[src/rtl/led_ctrl_pkg.sv]
// rtl/led_ctrl_pkg.sv - shared mode encoding and blink-rate bit positions for the LED controller
package led_ctrl_pkg;

  typedef enum logic [1:0] {
    MODE_PASS  = 2'd0,
    MODE_ALL   = 2'd1,
    MODE_CHASE = 2'd2,
    MODE_DIM   = 2'd3
  } mode_t;

  localparam int BLINK_10HZ = 0;
  localparam int BLINK_5HZ  = 1;
  localparam int BLINK_2HZ  = 2;
  localparam int BLINK_1HZ  = 3;

  // Mode sequence advanced by each button press, wrapping DIM back to PASS
  function automatic mode_t next_mode(input mode_t m);
    case (m)
      MODE_PASS:  next_mode = MODE_ALL;
      MODE_ALL:   next_mode = MODE_CHASE;
      MODE_CHASE: next_mode = MODE_DIM;
      default:    next_mode = MODE_PASS;
    endcase
  endfunction

endpackage

[src/rtl/switch_debounce.sv]
// rtl/switch_debounce.sv - push-button synchronizer, debounce counter and press pulse
module switch_debounce #(
  parameter int DEBOUNCE_LIMIT = 250000
) (
  input  logic CLK,
  input  logic RST,
  input  logic i_Sw,
  output logic o_State,
  output logic o_Press
);

  // Counter only has to hold 0..DEBOUNCE_LIMIT-1; the flip happens on the
  // cycle it would have reached DEBOUNCE_LIMIT.
  localparam int CW = (DEBOUNCE_LIMIT < 2) ? 1 : $clog2(DEBOUNCE_LIMIT);
  localparam logic [CW-1:0] CNT_LAST = CW'(DEBOUNCE_LIMIT - 1);

  logic          sync1;
  logic          sync2;
  logic [CW-1:0] cnt;
  logic          state;
  logic          state_d;

  // Synchronize the raw button, debounce it, and pulse once on each 0->1 flip
  always_ff @(posedge CLK) begin
    if (RST) begin
      sync1   <= 1'b0;
      sync2   <= 1'b0;
      cnt     <= '0;
      state   <= 1'b0;
      state_d <= 1'b0;
      o_Press <= 1'b0;
    end else begin
      sync1   <= i_Sw;
      sync2   <= sync1;
      state_d <= state;
      o_Press <= state & ~state_d;
      if (sync2 == state) begin
        cnt <= '0;
      end else if (cnt == CNT_LAST) begin
        state <= ~state;
        cnt   <= '0;
      end else begin
        cnt <= cnt + 1'b1;
      end
    end
  end

  assign o_State = state;

endmodule

[src/rtl/led_mode_controller.sv]
// rtl/led_mode_controller.sv - button-selected LED display modes driven from the blink generator rates
module led_mode_controller
  import led_ctrl_pkg::*;
#(
  parameter int DEBOUNCE_LIMIT = 250000,
  parameter int PWM_BITS       = 4,
  parameter int DIM_DUTY       = 3
) (
  input  logic       CLK,
  input  logic       RST,
  input  logic       SW,
  input  logic [3:0] BLINK_IN,
  output logic       LED1,
  output logic       LED2,
  output logic       LED3,
  output logic       LED4,
  output logic [1:0] MODE
);

  logic                sw_state;
  logic                sw_press;
  logic                press;
  mode_t               mode;
  logic [1:0]          pos;
  logic [PWM_BITS-1:0] pwm_cnt;
  logic                blink5_d;
  logic                blink5_rise;
  logic [3:0]          led_next;
  logic [3:0]          led_q;

  switch_debounce #(
    .DEBOUNCE_LIMIT(DEBOUNCE_LIMIT)
  ) u_debounce (
    .CLK    (CLK),
    .RST    (RST),
    .i_Sw   (SW),
    .o_State(sw_state),
    .o_Press(sw_press)
  );

  // The press pulse always follows the debounced state going high, so
  // qualifying with it keeps any stray pulse from advancing the mode.
  assign press       = sw_press & sw_state;
  assign blink5_rise = BLINK_IN[BLINK_5HZ] & ~blink5_d;

  // Select the LED pattern for the current mode
  always_comb begin
    led_next = 4'b0000;
    case (mode)
      MODE_PASS: begin
        led_next[0] = BLINK_IN[BLINK_10HZ];
        led_next[1] = BLINK_IN[BLINK_5HZ];
        led_next[2] = BLINK_IN[BLINK_2HZ];
        led_next[3] = BLINK_IN[BLINK_1HZ];
      end
      MODE_ALL:   led_next = {4{BLINK_IN[BLINK_1HZ]}};
      MODE_CHASE: led_next = 4'b0001 << pos;
      MODE_DIM:   led_next = {4{pwm_cnt < PWM_BITS'(DIM_DUTY)}};
      default:    led_next = 4'b0000;
    endcase
  end

  // Mode FSM, chase position, free-running PWM and registered LED drive
  always_ff @(posedge CLK) begin
    if (RST) begin
      mode     <= MODE_PASS;
      pos      <= 2'd0;
      pwm_cnt  <= '0;
      blink5_d <= 1'b0;
      led_q    <= 4'b0000;
    end else begin
      pwm_cnt  <= pwm_cnt + 1'b1;
      blink5_d <= BLINK_IN[BLINK_5HZ];
      led_q    <= led_next;
      if (press) begin
        mode <= next_mode(mode);
        pos  <= 2'd0;
      end else if (blink5_rise) begin
        pos <= pos + 2'd1;
      end
    end
  end

  assign LED1 = led_q[0];
  assign LED2 = led_q[1];
  assign LED3 = led_q[2];
  assign LED4 = led_q[3];
  assign MODE = mode;

endmodule

[config.mk]
export PLATFORM = sky130hd
export DESIGN_NAME = led_mode_controller
export DESIGN_NICKNAME = d
export VERILOG_FILES = /design/src/rtl/led_ctrl_pkg.sv /design/src/rtl/switch_debounce.sv /design/src/rtl/led_mode_controller.sv
export SDC_FILE = /design/constraint.sdc
export NUM_CORES = 1
export LEC_CHECK = 0
export BUFFER_PORTS_ARGS = -buffer_cell sky130_fd_sc_hd__buf_2
export CAP_MARGIN = 20
export CORE_MARGIN = 2
export CORE_UTILIZATION = 30
export CTS_CLUSTER_SIZE = 24
export DETAILED_ROUTE_END_ITERATION = 16
export SLEW_MARGIN = 5
export SYNTH_ARGS = -nofsm -noshare
export SYNTH_HDL_FRONTEND = slang
export SYNTH_HIERARCHICAL = 1
export SYNTH_SLANG_ARGS = --single-unit
[constraint.sdc]
create_clock -name CLK -period 2.2 [get_ports CLK]
set_input_delay 0.66 -clock CLK [delete_from_list [all_inputs] [get_ports CLK]]
set_output_delay 0.66 -clock CLK [all_outputs]
set_load 0.02 [all_outputs]
Word level (Yosys, flattened, before mapping)
Cells that the tools add are included.
{ "word_totals": {"rom_bits": 0, "register_bits": 36, "latch_bits": 0, "memories": 0, "ramBits": 0, "out_inout_bits": 6, "inputBits": 7} }
{ "op_classes": {"n_div": 0, "addsub": 3, "n_eq_ne": 5, "n_shift": 1, "muxes": 2, "n_mul": 0, "n_reduce_logical": 4, "magnitude_cmp": 1, "n_bitwise": 7} }
{ "op_table": {"columns": ["op", "count"], "rows": [
  ["18-bit by 1-bit adder with 18-bit output, second input constant", 1],
  ["18-bit == test, second input constant", 1],
  ["4-bit case mux with 4 select lines", 1],
  ["2-bit case mux with 3 select lines", 1],
  ["4-bit by 1-bit adder with 4-bit output, second input constant", 1],
  ["2-bit == test, second input constant", 2],
  ["4-bit by 2-bit less-than comparator with 1-bit output, second input constant", 1],
  ["1-bit inverter", 4],
  ["1-bit by 2-bit left shift with 4-bit output, first input constant", 1],
  ["1-bit AND", 3],
  ["3-bit OR reduction", 1],
  ["2-bit by 1-bit adder with 2-bit output, second input constant", 1],
  ["2-bit by 1-bit == test with 1-bit output, second input constant", 1],
  ["2-bit zero test", 1],
  ["2-bit AND reduction", 1],
  ["2-bit OR reduction", 1],
  ["1-bit == test", 1]
]} }

Depth between registers and ports, before layout
{ "logic_depth": {"word_depth": 3, "depth_mapped": 6, "ltp_nobuf": 5} }

By module
Netlist, hierarchy kept.
{ "modules_own_cells": {"columns": ["module", "seq_area_each_um2", "cells_per_inst", "n_inst", "area_per_inst_um2"], "rows": [
  ["switch_debounce", 460.4, 108, 1, 1027.2],
  ["led_mode_controller", 260.2, 64, 1, 616.8]
]} }

Worst setup path before layout
No wires, ideal clock.
{ "synth_path": {"kind": "register to register", "startpoint": "register u_debounce.cnt[0]", "endpoint": "register u_debounce.cnt[9]", "setup_slack_ps": 615, "n_path_buf": 1, "setup_time_ps": 115, "stages_incl_launch_ff": 6, "required_ps": 2085, "arrival_ps": 1471, "path_cell_list": "dfxtp_1 ha_1 nand3_1 o41ai_4 buf_6 nor2_1"} }
{ "synth_between": {"elab_chain_len": 2, "elab_cells_between_ends": 3, "cone_classes": "add/sub: 1; eq/ne: 1; reduce/logical: 1"} }
{ "synth_lines": {"columns": ["element", "line", "text"], "rows": [
  ["start: declaration", "switch_debounce.sv:19", "logic [CW-1:0] cnt;"],
  ["start signal: assignment", "switch_debounce.sv:43", "cnt <= cnt + 1'b1;"],
  ["parallel branches: the longest is 2 deep, another holds 18-bit by 1-bit adder with 18-bit output", null, null]
]} }
Several ways; the timed one is not identified.
A chain may end at the register's enable or synchronous reset.

Worst setup path in the final report
{ "layout_path": {"startpoint": "register u_debounce.cnt[11]", "endpoint": "register u_debounce.cnt[9]"} }
{ "layout_between": {"elab_chain_len": 2} }
{ "layout_lines": {"columns": ["element", "line", "text"], "rows": [
  ["18-bit == test", "switch_debounce.sv:39", "end else if (cnt == CNT_LAST) begin"],
  ["3-bit OR reduction (no source line)", null, null]
]} }
Every way passes these cells.

==> impl_metrics.sql <==
INSERT INTO impl_metrics (metric_group, metric, value, unit) VALUES
('synthesis', 'synth_nets', '190', ''),
('setup_path', 'timing.critical_path.to', 'u_debounce/cnt[9]$_SDFF_PP0_', ''),
('setup_path', 'reg2reg_to', 'u_debounce/cnt[9]$_SDFF_PP0_', ''),
('route', 'wl_per_cell', '10.54', 'um'),
('power_and_ir_drop', 'worst_supply_voltage_drop_on_vdd', '0.0002088', 'V'),
('synthesis', 'ys_dominant_reg_cell', 'sky130_fd_sc_hd__dfxtp_1', ''),
('sta', 'max_clock_freq', '514.0', 'MHz'),
('die', 'design.portCount', '13', ''),
('die', 'floorplan.initialDensity', '0.3159', ''),
('clock_network', 'clock_tree.root_cell', 'sky130_fd_sc_hd__clkbuf_8', ''),
('global_route', 'grt_pass1_vias', '1188', ''),
('layout', 'layout.cells.most_common', 'sky130_fd_sc_hd__dfxtp_1', ''),
('setup_path', 'critical_path_required', '2.34', 'ns'),
('global_route', 'grt_overall_usage', '0.1091', ''),
('sta', 'max_slew.worst_pin.slew', '0.9655', 'ns'),
('setup_path', 'reg2reg_slack', '0.25', 'ns'),
('layout', 'drive_gt1_frac', '0.1489', ''),
('power_and_ir_drop', 'power.static_leakage', '0.6720', 'nW'),
('power_and_ir_drop', 'clockPowerShare', '0.387', ''),
('setup_path', 'path_class', 'reg2reg', ''),
('global_route', 'grtUsageMet2', '0.1638', ''),
('power_and_ir_drop', 'power_density', '642.6', 'mW/mm^2'),
('setup_path', 'cp-start-kind', 'register', ''),
('layout', 'final_core_utilization', '0.3558', ''),
('global_route', 'grt_start_max_net_pins', '19', ''),
('route', 'dr_total_vias', '1206', ''),
('die', 'x_dimension_of_the_die', '78.03', 'um'),
('synthesis', 'yosys_warnings', '6', ''),
('placement', 'gp_congestion', '0.7377', ''),
('clock_network', 'tritoncts', 'done', ''),
('global_route', 'globalRouteMet3Util', '0.02184', ''),
('power_and_ir_drop', 'seq_power_share', '0.568', ''),
('setup_path', 'worstPathMaxFanout', '18', ''),
('setup_path', 'worst_r2r_path_depth', '4', ''),
('setup_path', 'arrival', '2.09', 'ns'),
('layout', 'layout_common_cells', '36 x sky130_fd_sc_hd__dfxtp_1, 25 x sky130_fd_sc_hd__nor2_1, 14 x sky130_fd_sc_hd__nand2_1, 12 x sky130_fd_sc_hd__buf_2', ''),
('layout', 'area_growth', '12.63', '%'),
('power_and_ir_drop', 'p_sw_frac', '0.2344', ''),
('route', 'antenna_left', '0', ''),
('synthesis', 'synth_enable_flop_cells', '0', ''),
('die', 'die_outline_height', '78.03', 'um'),
('clock_network', 'numCtsBuffers', '5', ''),
('min_path', 'hold_class', 'reg2reg', ''),
('setup_path', 'critPathLaunch', 'u_debounce/cnt[11]$_SDFF_PP0_', ''),
('synthesis', 'synth_seq_area_share', '0.4384', ''),
('global_route', 'grt-busiest-layer', 'met2', ''),
('min_path', 'worst_hold_path.num_cells', '1', ''),
('global_route', 'global_route.usage.met1', '0.1384', ''),
('sta', 'skew', '0.005542', 'ns'),
('setup_path', 'path_buf_inv', '0', ''),
('power_and_ir_drop', 'total_power', '1.190', 'mW'),
('global_route', 'gr-total-overflow', '0', ''),
('route', 'drc', '0', ''),
('global_route', 'grt_pass1_wl', '5195', 'um'),
('clock_network', 'numClockSinks', '36', ''),
('setup_path', 'crit_chain', 'nor4b_2 -> nand2_1 -> o41ai_4 -> nor2_1', ''),
('route', 'detailedRoute.firstIterationViolations', '70', ''),
('sta', 'grt_setup_unrepaired', 'no', ''),
('setup_path', 'cpPeakStageDelay', '0.91', 'ns'),
('sta', 'minimum_period_implied_by_the_final_worst_setup_slack', '1.945', 'ns'),
('clock_network', 'post_cts_resize_count', '0', ''),
('route', 'drtPass1Iterations', '4', ''),
('setup_path', 'critical_path.endpoint_type', 'register', ''),
('placement', 'dp.final_hpwl', '1897', 'um'),
('setup_path', 'critPathTopFamily', 'compound AO/OA/AOI/OAI gates', ''),
('outcome', 'run_status', 'completed', ''),
('die', 'floorplan.rows', '26', ''),
('route', 'total_wire_length_after_detailed_routing', '2719', 'um'),
('layout', 'final_net_count', '205', ''),
('power_and_ir_drop', 'combPwrFrac', '0.045', ''),
('sta', 'timing.max_slew.rel_slack', '0.3541', '');
## worst min path at each step
stage	start	endpoint	slack (ns)
global route	u_debounce/state_d$_SDFF_PP0_	u_debounce/o_Press$_SDFF_PP0_	0.40
detailed placement	u_debounce/state_d$_SDFF_PP0_	u_debounce/o_Press$_SDFF_PP0_	0.38
finish	u_debounce/state_d$_SDFF_PP0_	u_debounce/o_Press$_SDFF_PP0_	0.39
CTS	u_debounce/state_d$_SDFF_PP0_	u_debounce/o_Press$_SDFF_PP0_	0.39
global placement	u_debounce/state_d$_SDFF_PP0_	u_debounce/o_Press$_SDFF_PP0_	0.37
floorplan	u_debounce/state_d$_SDFF_PP0_	u_debounce/o_Press$_SDFF_PP0_	0.37
## cell type report
type / count / area [sq um]
tap: 70 / 87.58
fill: 562 / 3353
sequential: 36 / 720.7
clock buffer: 5 / 68.82
clock inverter: 3 / 18.77
timing repair buffer: 13 / 67.56
multi-input combinational: 120 / 847.1
inverter: 11 / 41.29
## power groups by stage
stage               clock, mW  sequential, mW  combinational (mW)
floorplan                   0           0.695              0.0321
global placement            0           0.691              0.0528
detailed placement          0           0.691              0.0539
CTS                     0.481           0.676              0.0543
global route            0.500           0.678              0.0630
finish                  0.461           0.676              0.0532
## metrics by stage
step	setup WS [ns]	area [sq um]	instances	hold WS, ns
after detailed placement	0.1990	1764	250	0.3804
after global routing	0.006213	1852	258	0.4046
after global placement	0.2650	1764	250	0.3703
after CTS	0.1785	1852	258	0.3918
after floorplan	0.6147	1644	172	0.3682
final	0.2545	1852	258	0.3900
## logic make-up (layout without fill, tap and decap cells)
| family | count (synthesis) | after routing | synth area share |
|---|---|---|---|
| fa+ha+maj | 11 | 11 | 0.08371 |
| buf+inv | 16 | 32 | 0.04642 |
| compound gates | 15 | 15 | 0.08143 |
| flops | 36 | 36 | 0.4384 |
| mux | 1 | 1 | 0.006089 |
| xor+xnor | 18 | 18 | 0.09590 |
| simple gates | 75 | 75 | 0.2481 |
## per-layer routing
layer / wire, um / part of all wire
met1: 1339 / 0.49
met2: 1194 / 0.44
met3: 78 / 0.029
met4: 105 / 0.039
met5: 0 / 0
## sequential cells by signal (all words and copies together) (netlist names)
name,cells
led_q,4
u_debounce/cnt,18
pos,2
u_debounce/sync2,1
u_debounce/sync1,1
u_debounce/o_Press,1
pwm_cnt,4
blink5_d,1
u_debounce/o_State,1
u_debounce/state_d,1
MODE,2
## synth_stat cells (2+ instances only)
master                     instances  area share
sky130_fd_sc_hd__a21oi_1           4       0.012
sky130_fd_sc_hd__a221oi_1          5       0.027
sky130_fd_sc_hd__and4_1            2       0.011
sky130_fd_sc_hd__buf_6             2       0.014
sky130_fd_sc_hd__clkbuf_1          2      0.0046
sky130_fd_sc_hd__dfxtp_1          36        0.44
sky130_fd_sc_hd__ha_1             11       0.084
sky130_fd_sc_hd__inv_1            11       0.025
sky130_fd_sc_hd__nand2_1          14       0.032
sky130_fd_sc_hd__nand2b_1          2      0.0076
sky130_fd_sc_hd__nand3_1           7       0.021
sky130_fd_sc_hd__nand4_1           6       0.023
sky130_fd_sc_hd__nor2_1           25       0.057
sky130_fd_sc_hd__nor2b_1           4       0.015
sky130_fd_sc_hd__nor3_1            2      0.0061
sky130_fd_sc_hd__nor4_1            3       0.011
sky130_fd_sc_hd__nor4b_2           3       0.027
sky130_fd_sc_hd__o41ai_1           2       0.011
sky130_fd_sc_hd__or4b_1            2       0.012
sky130_fd_sc_hd__xnor2_1           9       0.048
sky130_fd_sc_hd__xor2_1            9       0.048
No activity file was read; power rests on OpenSTA's default activity.
